$ cat config.mk
export PLATFORM = sky130hd
export DESIGN_NAME = wos_scan_ctrl
export DESIGN_NICKNAME = d
export VERILOG_FILES = /design/src/rtl/wos_pkg.sv /design/src/rtl/wos_rc_counter.sv /design/src/rtl/wos_scan_ctrl.sv
export SDC_FILE = /design/constraint.sdc
export NUM_CORES = 1
export LEC_CHECK = 0
export ABC_AREA = 1
export CELL_PAD_IN_SITES_DETAIL_PLACEMENT = 0
export CELL_PAD_IN_SITES_GLOBAL_PLACEMENT = 1
export CORE_ASPECT_RATIO = 1.5
export CORE_MARGIN = 3
export CORE_UTILIZATION = 39
export DETAILED_ROUTE_END_ITERATION = 8
export GPL_TIMING_DRIVEN = 0
export PLACE_DENSITY_LB_ADDON = 0.25
export SYNTH_ARGS = -nofsm -noshare
export SYNTH_HDL_FRONTEND = slang
export SYNTH_HIERARCHICAL = 1
export SYNTH_SLANG_ARGS = --single-unit
$ cat constraint.sdc
create_clock -name clk -period 5.67 [get_ports clk]
set_clock_uncertainty 0.05 [all_clocks]
set_input_delay 0.567 -clock clk [delete_from_list [all_inputs] [get_ports clk]]
set_output_delay 0.567 -clock clk [all_outputs]
set_load 0.02 [all_outputs]
$ cat src/rtl/wos_pkg.sv
// Shared constants for the masked 2D WOS filter: default window/image sizing and
// the scan controller state encoding.
package wos_pkg;

  localparam int WOS_K          = 3;
  localparam int WOS_INPUT_SIZE = 8;

  typedef enum logic [1:0] {
    ST_IDLE = 2'd0,
    ST_RUN  = 2'd1,
    ST_DONE = 2'd2
  } scan_state_t;

endpackage

$ cat src/rtl/wos_rc_counter.sv
// Raster row/column counter pair: column wraps at i_w_last, row at i_h_last.
// Terminal-count flags are combinational from the current counter values.
module wos_rc_counter import wos_pkg::*; #(
  parameter int INPUT_SIZE = WOS_INPUT_SIZE
) (
  input  logic                  clk,
  input  logic                  rst,
  input  logic                  i_clr,
  input  logic                  i_inc,
  input  logic [INPUT_SIZE-1:0] i_w_last,
  input  logic [INPUT_SIZE-1:0] i_h_last,
  output logic [INPUT_SIZE-1:0] o_row,
  output logic [INPUT_SIZE-1:0] o_col,
  output logic                  o_at_eol,
  output logic                  o_at_eof
);

  logic [INPUT_SIZE-1:0] r_row;
  logic [INPUT_SIZE-1:0] r_col;
  logic                  w_at_eol;
  logic                  w_at_eof;

  assign w_at_eol = (r_col == i_w_last);
  assign w_at_eof = w_at_eol && (r_row == i_h_last);

  // Wrapping both counters on the last pixel leaves them at zero for the next frame.
  always_ff @(posedge clk) begin
    if (rst || i_clr) begin
      r_row <= '0;
      r_col <= '0;
    end else if (i_inc) begin
      if (w_at_eof) begin
        r_row <= '0;
        r_col <= '0;
      end else if (w_at_eol) begin
        r_row <= r_row + INPUT_SIZE'(1);
        r_col <= '0;
      end else begin
        r_col <= r_col + INPUT_SIZE'(1);
      end
    end
  end

  assign o_row    = r_row;
  assign o_col    = r_col;
  assign o_at_eol = w_at_eol;
  assign o_at_eof = w_at_eof;

endmodule

$ cat src/rtl/wos_scan_ctrl.sv
// Raster-scan controller: latches h/w on start, accepts one pixel per cycle in RUN,
// and tags each accept with sof/eol/eof/win_valid for the KxK window datapath.
module wos_scan_ctrl import wos_pkg::*; #(
  parameter int INPUT_SIZE = WOS_INPUT_SIZE,
  parameter int K          = WOS_K
) (
  input  logic                  clk,
  input  logic                  rst,
  input  logic                  start,
  input  logic [INPUT_SIZE-1:0] h,
  input  logic [INPUT_SIZE-1:0] w,
  input  logic                  pix_valid,
  output logic                  pix_ready,
  output logic [INPUT_SIZE-1:0] row,
  output logic [INPUT_SIZE-1:0] col,
  output logic                  sof,
  output logic                  eol,
  output logic                  eof,
  output logic                  win_valid,
  output logic                  busy,
  output logic                  done,
  output logic                  err
);

  localparam logic [INPUT_SIZE-1:0] LP_K   = INPUT_SIZE'(K);
  localparam logic [INPUT_SIZE-1:0] LP_KM1 = INPUT_SIZE'(K - 1);

  scan_state_t           r_state;
  logic [INPUT_SIZE-1:0] r_h_l;
  logic [INPUT_SIZE-1:0] r_w_l;
  logic                  r_done;
  logic                  r_err;

  logic                  w_accept;
  logic                  w_dims_ok;
  logic                  w_start_ok;
  logic [INPUT_SIZE-1:0] w_row;
  logic [INPUT_SIZE-1:0] w_col;
  logic                  w_at_eol;
  logic                  w_at_eof;
  logic [INPUT_SIZE-1:0] w_w_last;
  logic [INPUT_SIZE-1:0] w_h_last;

  assign pix_ready  = (r_state == ST_RUN);
  assign w_accept   = pix_valid && pix_ready;
  assign w_dims_ok  = (h >= LP_K) && (w >= LP_K);
  assign w_start_ok = (r_state == ST_IDLE) && start && w_dims_ok;
  // Shadows are always >= K >= 2 while in RUN, so these never underflow when used.
  assign w_w_last   = r_w_l - INPUT_SIZE'(1);
  assign w_h_last   = r_h_l - INPUT_SIZE'(1);

  wos_rc_counter #(
    .INPUT_SIZE (INPUT_SIZE)
  ) u_rc_counter (
    .clk      (clk),
    .rst      (rst),
    .i_clr    (w_start_ok),
    .i_inc    (w_accept),
    .i_w_last (w_w_last),
    .i_h_last (w_h_last),
    .o_row    (w_row),
    .o_col    (w_col),
    .o_at_eol (w_at_eol),
    .o_at_eof (w_at_eof)
  );

  always_ff @(posedge clk) begin
    if (rst) begin
      r_state <= ST_IDLE;
      r_h_l   <= '0;
      r_w_l   <= '0;
      r_done  <= 1'b0;
      r_err   <= 1'b0;
    end else begin
      r_done <= 1'b0;
      r_err  <= 1'b0;
      case (r_state)
        ST_IDLE: begin
          if (start) begin
            if (w_dims_ok) begin
              r_h_l   <= h;
              r_w_l   <= w;
              r_state <= ST_RUN;
            end else begin
              r_err <= 1'b1;
            end
          end
        end
        ST_RUN: begin
          if (w_accept && w_at_eof) begin
            r_state <= ST_DONE;
            r_done  <= 1'b1;
          end
        end
        ST_DONE: r_state <= ST_IDLE;
        default: r_state <= ST_IDLE;
      endcase
    end
  end

  assign busy      = (r_state != ST_IDLE);
  assign done      = r_done;
  assign err       = r_err;
  assign row       = w_row;
  assign col       = w_col;
  assign sof       = w_accept && (w_row == '0) && (w_col == '0);
  assign eol       = w_accept && w_at_eol;
  assign eof       = w_accept && w_at_eof;
  assign win_valid = w_accept && (w_row >= LP_KM1) && (w_col >= LP_KM1);

endmodule

# Yosys cells after proc, flatten, opt, wreduce, memory -nomap -nowiden

Cells that the tools add are included.

$add $sub $neg: 4
Magnitude comparators: 4
Equality and inequality tests: 6
Multiplexer cells: 10
Bitwise logic cells: 3
Reductions and logical operators: 22

Operator list:

| operator            | number |
|---|---|
| $ge 8x2->1 const B  | 4 |
| $mux 8              | 4 |
| $add 8x1->8 const B | 2 |
| $eq 8x8->1          | 2 |
| $logic_not 8->1     | 2 |
| $sub 8x1->8 const B | 2 |
| $logic_and 1x1->1   | 11 |
| $mux 2              | 3 |
| $reduce_and 3->1    | 2 |
| $ne 2x2->1 const B  | 2 |
| $pmux 2 s2          | 1 |
| $reduce_bool 2->1   | 2 |
| $not 1->1           | 3 |
| $reduce_or 3->1     | 1 |
| $eq 2x1->1 const B  | 1 |
| $logic_not 2->1     | 1 |
| $mux 1              | 2 |
| $ne 2x1->1 const B  | 1 |
| $reduce_and 2->1    | 1 |
| $reduce_or 2->1     | 1 |
| $logic_or 1x1->1    | 1 |

Register bits: 36
Input port bits: 20
Output and inout port bits: 24

# Logic depth before layout (Yosys ltp)

Gate-level depths: netlist of run 1.

Depth in word-level cells: 6
Mapped depth: 18
Mapped depth without buffers: 18

# Modules after synthesis

Netlist of run 1, hierarchy kept.

Modules (own cells, without submodules):

| module         | instances | cells each | area each (sq um) |
|---|---|---|---|
| wos_scan_ctrl  | 1         | 219        | 1313.8 |
| wos_rc_counter | 1         | 189        | 1164.9 |

# Worst setup path before layout of run 1

No wires, ideal clock.

Path type: register -> output
Start point: reg r_h_l[0]
End point: out eof
Arrival: 2.038 ns
Data required time: 5.053 ns
Setup slack: 3.015 ns
Cell stages (with the launch flop): 16
Buffers on the path: 0
Path through: dfxtp_1 inv_1 ha_1 nand3_1 nor3_1 xor2_1 inv_1 nand2_1 nand2_1 nor2_1 inv_1 nor2_1 nand2_1 nor2_1 inv_1 nor2_1

Word-level cells in the longest chain between the ends: 4

Ends and longest elaborated chain:

| what                   | line                 | RTL |
|---|---|---|
| start, declared        | wos_scan_ctrl.sv:29  | `logic [INPUT_SIZE-1:0] r_h_l;` |
| start signal, assigned | wos_scan_ctrl.sv:81  | `r_h_l <= h;` |
| $sub 8x1->8            | wos_scan_ctrl.sv:50  | `assign w_h_last = r_h_l - INPUT_SIZE'(1);` |
| via w_h_last[0]        | wos_scan_ctrl.sv:42  | `logic [INPUT_SIZE-1:0] w_h_last;` |
| $eq 8x8->1             | wos_rc_counter.sv:24 | `assign w_at_eof = w_at_eol && (r_row == i_h_last);` |
| $logic_and 1x1->1      | wos_rc_counter.sv:24 |  |
| via w_at_eof           | wos_scan_ctrl.sv:40  | `logic w_at_eof;` |
| $logic_and 1x1->1      | wos_scan_ctrl.sv:108 | `assign eof = w_accept && w_at_eof;` |
| end, declared          | wos_scan_ctrl.sv:18  | `output logic eof,` |

The timed path passes the listed nets, and every way through them passes these cells.

# Worst setup path in the final report of run 1

Start point: reg r_w_l[0]
End point: out eof

Word-level cells in the longest chain between the ends: 4

Ends and longest elaborated chain:

| what                   | line                 | RTL |
|---|---|---|
| start, declared        | wos_scan_ctrl.sv:30  | `logic [INPUT_SIZE-1:0] r_w_l;` |
| start signal, assigned | wos_scan_ctrl.sv:82  | `r_w_l <= w;` |
| $sub 8x1->8            | wos_scan_ctrl.sv:49  | `assign w_w_last = r_w_l - INPUT_SIZE'(1);` |
| via w_w_last[0]        | wos_scan_ctrl.sv:41  | `logic [INPUT_SIZE-1:0] w_w_last;` |
| $eq 8x8->1             | wos_rc_counter.sv:23 | `assign w_at_eol = (r_col == i_w_last);` |
| $logic_and 1x1->1      | wos_rc_counter.sv:24 |  |
| via w_at_eof           | wos_scan_ctrl.sv:40  |  |
| $logic_and 1x1->1      | wos_scan_ctrl.sv:108 |  |

The timed path passes the listed nets, and every way through them passes these cells.

==> results of run 1 <==
-- metal layers --
layer	global-route usage	part of all wire	wire, um	up-vias
met3	0.0204	0.034	179	6
met4	0.0578	0.016	87	0
met2	0.271	0.49	2600	53
met1	0.174	0.46	2410	961
li1	-	-	-	1300
met5	0	0	0	-
-- kinds of logic after synthesis --
group | count (synthesis) | share of synthesized area
AO/OA/AOI/OAI | 9 | 0.0202
XOR/XNOR | 27 | 0.0954
AND/OR/NAND/NOR | 225 | 0.403
adder cells (fa/ha/maj) | 4 | 0.0202
flip-flops | 36 | 0.291
buffers and inverters | 107 | 0.171
-- power by group through the flow --
stage	Clock (mW)	Sequential [mW]	Combinational (mW)
2_1_floorplan	0	0.276	0.126
3_3_place_gp	0	0.276	0.164
3_5_place_dp	0	0.277	0.165
4_1_cts	0.199	0.271	0.166
5_1_grt	0.205	0.272	0.187
6_report	0.191	0.271	0.163
-- registers in the layout (all words and copies together) (netlist names) --
register	flops
r_state	2
done	1
err	1
u_rc_counter/o_col	8
r_h_l	8
r_w_l	8
u_rc_counter/o_row	8
-- layout by cell type, fill, tap and decap left out, drive strengths merged --
cell type | synthesis | layout
clkbuf | 1 | 7
a21boi | 1 | 1
clkdlybuf4s50 | 0 | 43
xor2 | 17 | 17
a21oi | 2 | 2
dfxtp | 36 | 36
buf | 5 | 5
nand3 | 34 | 34
nand4 | 5 | 5
clkinv | 1 | 3
nor3 | 8 | 8
nor2 | 63 | 63
o21ai | 5 | 5
ha | 4 | 4
nor4 | 2 | 2
xnor2 | 10 | 10
or2 | 1 | 1
inv | 100 | 100
nand2 | 112 | 112
o31ai | 1 | 1
-- tightest hold or removal path: stages, from the launching register on --
cell                      delay [ns]
sky130_fd_sc_hd__dfxtp_1        0.35
sky130_fd_sc_hd__nand2_1        0.08
sky130_fd_sc_hd__nand2_1        0.05
-- cell usage after synthesis, drive strengths merged --
master	number	share of area
o31ai	1	0.0030
a21boi	1	0.0030
nand3	34	0.081
nor2	63	0.11
buf	5	0.016
inv	100	0.15
nand2	112	0.17
ha	4	0.020
nor3	8	0.016
o21ai	5	0.010
dfxtp	36	0.29
clkbuf	1	0.0015
clkinv	1	0.0015
xnor2	10	0.035
xor2	17	0.060
nor4	2	0.0050
nand4	5	0.013
a21oi	2	0.0040
or2	1	0.0035
-- final cells by class --
type,instances,area share
buffer,6,0.0142
tap,74,0.0299
clock inverter,2,0.00323
inverter,101,0.123
multi-input combinational,265,0.431
timing repair buffer,43,0.139
clock buffer,6,0.0267
sequential,36,0.233
-- stage by stage --
stage	area, um2	instances	power [mW]	hold WS (ns)	util
6_report	3090	533	0.624	0.468	0.501
5_1_grt	3090	533	0.665	0.496	0.501
4_1_cts	3090	533	0.635	0.475	0.501
3_5_place_dp	3000	525	0.442	0.460	0.486
3_3_place_gp	3000	525	0.441	0.463	0.486
2_1_floorplan	2480	408	0.402	0.448	-
-- path summary, 6_finish.rpt --
| check | from | to | slack [ns] | cells past startpoint |
|---|---|---|---|---|
| setup / recovery | r_w_l[0] | eof | 1.94 | 13 |
| hold / removal | u_rc_counter/o_row[6] | u_rc_counter/o_row[6] | 0.47 | 2 |
| setup reg to reg | r_w_l[0] | r_state[0] | 3.16 | 15 |
| hold reg to reg | u_rc_counter/o_row[6] | u_rc_counter/o_row[6] | 0.47 | 2 |
==> metrics.yaml, run 1 <==
status: "complete, no violations"
cts_setup_buffers: 0
finalSetupViolations: 0
synth_seq_area_share: 0.291
arrival_ns: 3.11
comb_power_share: 0.261
hp-class: "flop to flop"
tightest_slew_ns: 0.571
slew_violations: 0
vias: 2320
syn_to_final_growth_pct: 24.8
grt_first_pass_wirelength_um: 9080
floorplan.initialDensity: 0.401
tritoncts_num_sinks: 36
place_hpwl_um: 4290
synthesized_area_per_cell_um2: 6.08
netSwitchingPower_mw: 0.192
port_buffers: 43
max-clock-path-buffers: 2
nets: 482
antenna_violations_before_repair: 0
slew_headroom: 0.616
ir_drop_v: 0.0000740
clk-insertion-delay-late_ns: 0.29
drt_pass1_iterations: 4
postSynthNetCount: 432
top_level_ports: 44
drt_wl_total_um: 5270
crit_chain: "inv_1 -> ha_1 -> nand3_1 -> nor3_1 -> xor2_1 -> xnor2_1 -> nand2_1 -> nor2_4 -> nand2_1 -> nor2_1 -> inv_1 -> nor2_1 -> clkdlybuf4s50_1"
min_period_over_period: 0.658
rsz0062_at_grt: "no"
htree_num_levels: 2
netlist_area_pre_place_um2: 2480
pwr_density_cell_nw_per_um2: 202
finalWorstSetupSlack_ns: 1.94
final_antenna_net_count: 0
number_of_remaining_drc_errors: 0
critPathSlowestCell: "sky130_fd_sc_hd__clkdlybuf4s50_1"
antenna_cells: 0
ys.warnings.count: 6
maximum_clock_rate_mhz: 268
setup_tns_ns: 0
holdBufCountCts: 0
number_of_synthesized_register_bits: 36
worst_path_largest_cell_delay_ns: 0.63
numCtsBuffers: 5
gp_congestion: 0.798
fp.dieArea_um2: 7370
drt-initial-drc-count: 126
overflow_left_after_global_routing: 0
pwr-share-clk: 0.305
avgViaCountPerCell: 4.35
first_global_vias: 2093
endpoint_required_time_on_the_critical_path_ns: 5.05
critPathLaunchType: "flop"
core.rowCount: 35
die-height_um: 104
routed_wire_length_per_instance_um: 9.89
seqCellArea_um2: 721
grt_start_max_net_pins: 12
cts_tree: "built"
die_span_in_x_um: 71.1
hold_vio_cnt_final: 0
critPathMaxFanout: 6
p_int_mw: 0.432
synth_cell_type_count: 28
synth_cells: 408
critPathBufInv: 3
final_period_minus_worst_setup_slack_ns: 3.73
netSwitchingFraction: 0.307
area_of_the_multi_input_gates_um2: 1340
drv.max_cap_violation_count: 0
crit_family: "simple AND/OR/NAND/NOR gates"
clock-root-buffer: "sky130_fd_sc_hd__clkbuf_8"
coreArea_um2: 6170
critical_path_class: "flop to output port"
cts_resized: 0
setup.worst_path.end_class: "output port"
cellLeakagePower_nw: 1.59
seq_power_share: 0.434
clk_pin_slew_ns: 0.07
drive_above_1_share: 0.0588
detailedPlace.worstSlack_ns: 2.23
num-fill-cells: 667
total_global_route_track_usage: 0.150
Power figures use the tool's default switching activity.
==> run 2: changes to the inputs <==
--- a/config.mk
+++ b/config.mk
@@ -10,7 +10,7 @@
 export CELL_PAD_IN_SITES_GLOBAL_PLACEMENT = 1
 export CORE_ASPECT_RATIO = 1.5
 export CORE_MARGIN = 3
-export CORE_UTILIZATION = 39
+export CORE_UTILIZATION = 33
 export DETAILED_ROUTE_END_ITERATION = 8
 export GPL_TIMING_DRIVEN = 0
 export PLACE_DENSITY_LB_ADDON = 0.25
==> constraint.sdc (replaced) <==
create_clock -name clk -period 3.4 [get_ports clk]
set_clock_uncertainty 0.05 [all_clocks]
set_input_delay 0.34 -clock clk [delete_from_list [all_inputs] [get_ports clk]]
set_output_delay 0.34 -clock clk [all_outputs]
set_load 0.02 [all_outputs]
==> metrics.yaml, run 2 (same netlist as run 1, synthesis figures left out) <==
tightest_slew_ns: 0.463
drive_above_1_share: 0.0632
placement.cell_area_um2: 3030
cellLeakagePower_nw: 1.61
max-clock-path-buffers: 2
clk_pin_slew_ns: 0.07
syn_to_final_growth_pct: 26.2
clock-root-buffer: "sky130_fd_sc_hd__clkbuf_8"
globalRouteMet1Util: 0.142
port_buffers: 43
htree_num_levels: 2
die_span_in_x_um: 76.8
antenna_cells: 0
total_global_route_track_usage: 0.139
number_of_remaining_drc_errors: 0
arrival_ns: 2.66
nets: 482
floorplan.initialDensity: 0.341
worst_r2r_endpoint: "r_state[0]"
gr-max-usage-layer: "met2"
coreArea_um2: 7270
status: "complete, no violations"
critical_path_class: "flop to output port"
gp_congestion: 0.841
final_core_util: 0.430
hold-worst-slack_ns: 0.475
die-height_um: 112
worst_setup_path_endpoint: "eof"
slew_violations: 0
first_global_vias: 2265
final_period_minus_worst_setup_slack_ns: 3.05
setup_tns_ns: 0
tritoncts_num_sinks: 36
cts_tree: "built"
grt_start_max_net_pins: 12
number_of_cell_instances_on_the_worst_register_to_register_path: 18
numCtsBuffers: 5
critPathMaxFanout: 6
grt_first_pass_wirelength_um: 9650
vias: 2338
fp.dieArea_um2: 8610
layout_commonest_cell: "sky130_fd_sc_hd__nand2_1"
place_hpwl_um: 4660
slew_headroom: 0.688
ir_drop_v: 0.000147
startpoint: "r_h_l[0]"
rsz0062_at_grt: "no"
overflow_left_after_global_routing: 0
area_of_the_multi_input_gates_um2: 1340
hold_vio_cnt_final: 0
avgViaCountPerCell: 4.18
worstReg2RegStart: "r_h_l[0]"
final_area_um2: 3130
core.rowCount: 38
endpoint_required_time_on_the_critical_path_ns: 3.01
finalSetupViolations: 0
maximum_clock_rate_mhz: 328
final_cell_mix: "sky130_fd_sc_hd__nand2_1, sky130_fd_sc_hd__inv_1, sky130_fd_sc_hd__nor2_1"
setup.worst_path.end_class: "output port"
pwr_density_cell_nw_per_um2: 334
seqCellArea_um2: 721
drt-initial-drc-count: 87
min_period_over_period: 0.897
routed_wire_length_per_instance_um: 10.1
num-fill-cells: 825
met3_usage: 0.0273
r2r_slack_ns: 0.92
drt_wl_total_um: 5630
drv.max_cap_violation_count: 0
critPathLaunchType: "flop"
use_met2: 0.271
drt_pass1_iterations: 4
holdBufCountCts: 0
final_antenna_net_count: 0
top_level_ports: 44
antenna_violations_before_repair: 0
clk-insertion-delay-late_ns: 0.30
hp-class: "flop to flop"
run 2: worst min-delay path by stage:
stage / start / cells after the start / end
2_1_floorplan: rst / 1 / r_state[0]
3_3_place_gp: r_h_l[7] / 4 / r_h_l[7]
3_5_place_dp: r_w_l[7] / 4 / r_w_l[7]
4_1_cts: r_w_l[7] / 4 / r_w_l[7]
5_1_grt: u_rc_counter/o_row[6] / 2 / u_rc_counter/o_row[6]
6_report: r_w_l[7] / 4 / r_w_l[7]
run 2: through the flow:
stage	power [mW]	std cells	worst slack, ns
floorplan	0.671	408	0.972
CTS	1.06	559	0.0480
finish	1.05	559	0.351
detailed placement	0.741	551	0.184
global route	1.12	559	0.0342
global placement	0.738	551	0.205
run 2: layout make-up:
class | instances | share of cell area
multi-input cells | 265 | 0.428
clock buffers | 6 | 0.0264
well taps | 100 | 0.0400
repair buffers | 43 | 0.137
clock inverters | 2 | 0.00320
flip-flops and latches | 36 | 0.230
plain buffers | 6 | 0.0140
inverters | 101 | 0.121
run 2: power breakdown:
part	switching, mW	internal, mW	leakage (nW)
registers	0.0122	0.440	0.294
clock network	0.157	0.162	0.0510
logic	0.155	0.120	1.27
run 2: per-layer routing:
metal	up-vias	wire, um
met5	-	0
met4	0	99
met3	6	230
met2	48	2920
met1	988	2390
li1	1296	-
run 2: worst max-delay path, stage by stage, from the launching register on:
cell and delay (ns):
sky130_fd_sc_hd__dfxtp_1 0.30, sky130_fd_sc_hd__inv_1 0.17, sky130_fd_sc_hd__ha_1 0.22, sky130_fd_sc_hd__nand3_1 0.13, sky130_fd_sc_hd__nor3_1 0.21, sky130_fd_sc_hd__xor2_1 0.21, sky130_fd_sc_hd__inv_1 0.06, sky130_fd_sc_hd__nand2_1 0.05
sky130_fd_sc_hd__nand2_1 0.04, sky130_fd_sc_hd__nor2_1 0.14, sky130_fd_sc_hd__inv_1 0.05, sky130_fd_sc_hd__nor2_1 0.09, sky130_fd_sc_hd__nand2_1 0.15, sky130_fd_sc_hd__nor2_1 0.14, sky130_fd_sc_hd__inv_1 0.09, sky130_fd_sc_hd__nor2_1 0.14
sky130_fd_sc_hd__clkbuf_2 0.20
run 2: repair_timing:
| item | CTS | global route |
|---|---|---|
| resized for setup | 1 | 4 |
| setup endpoints to repair | 1 | 2 |
| buffers inserted | 0 | 0 |
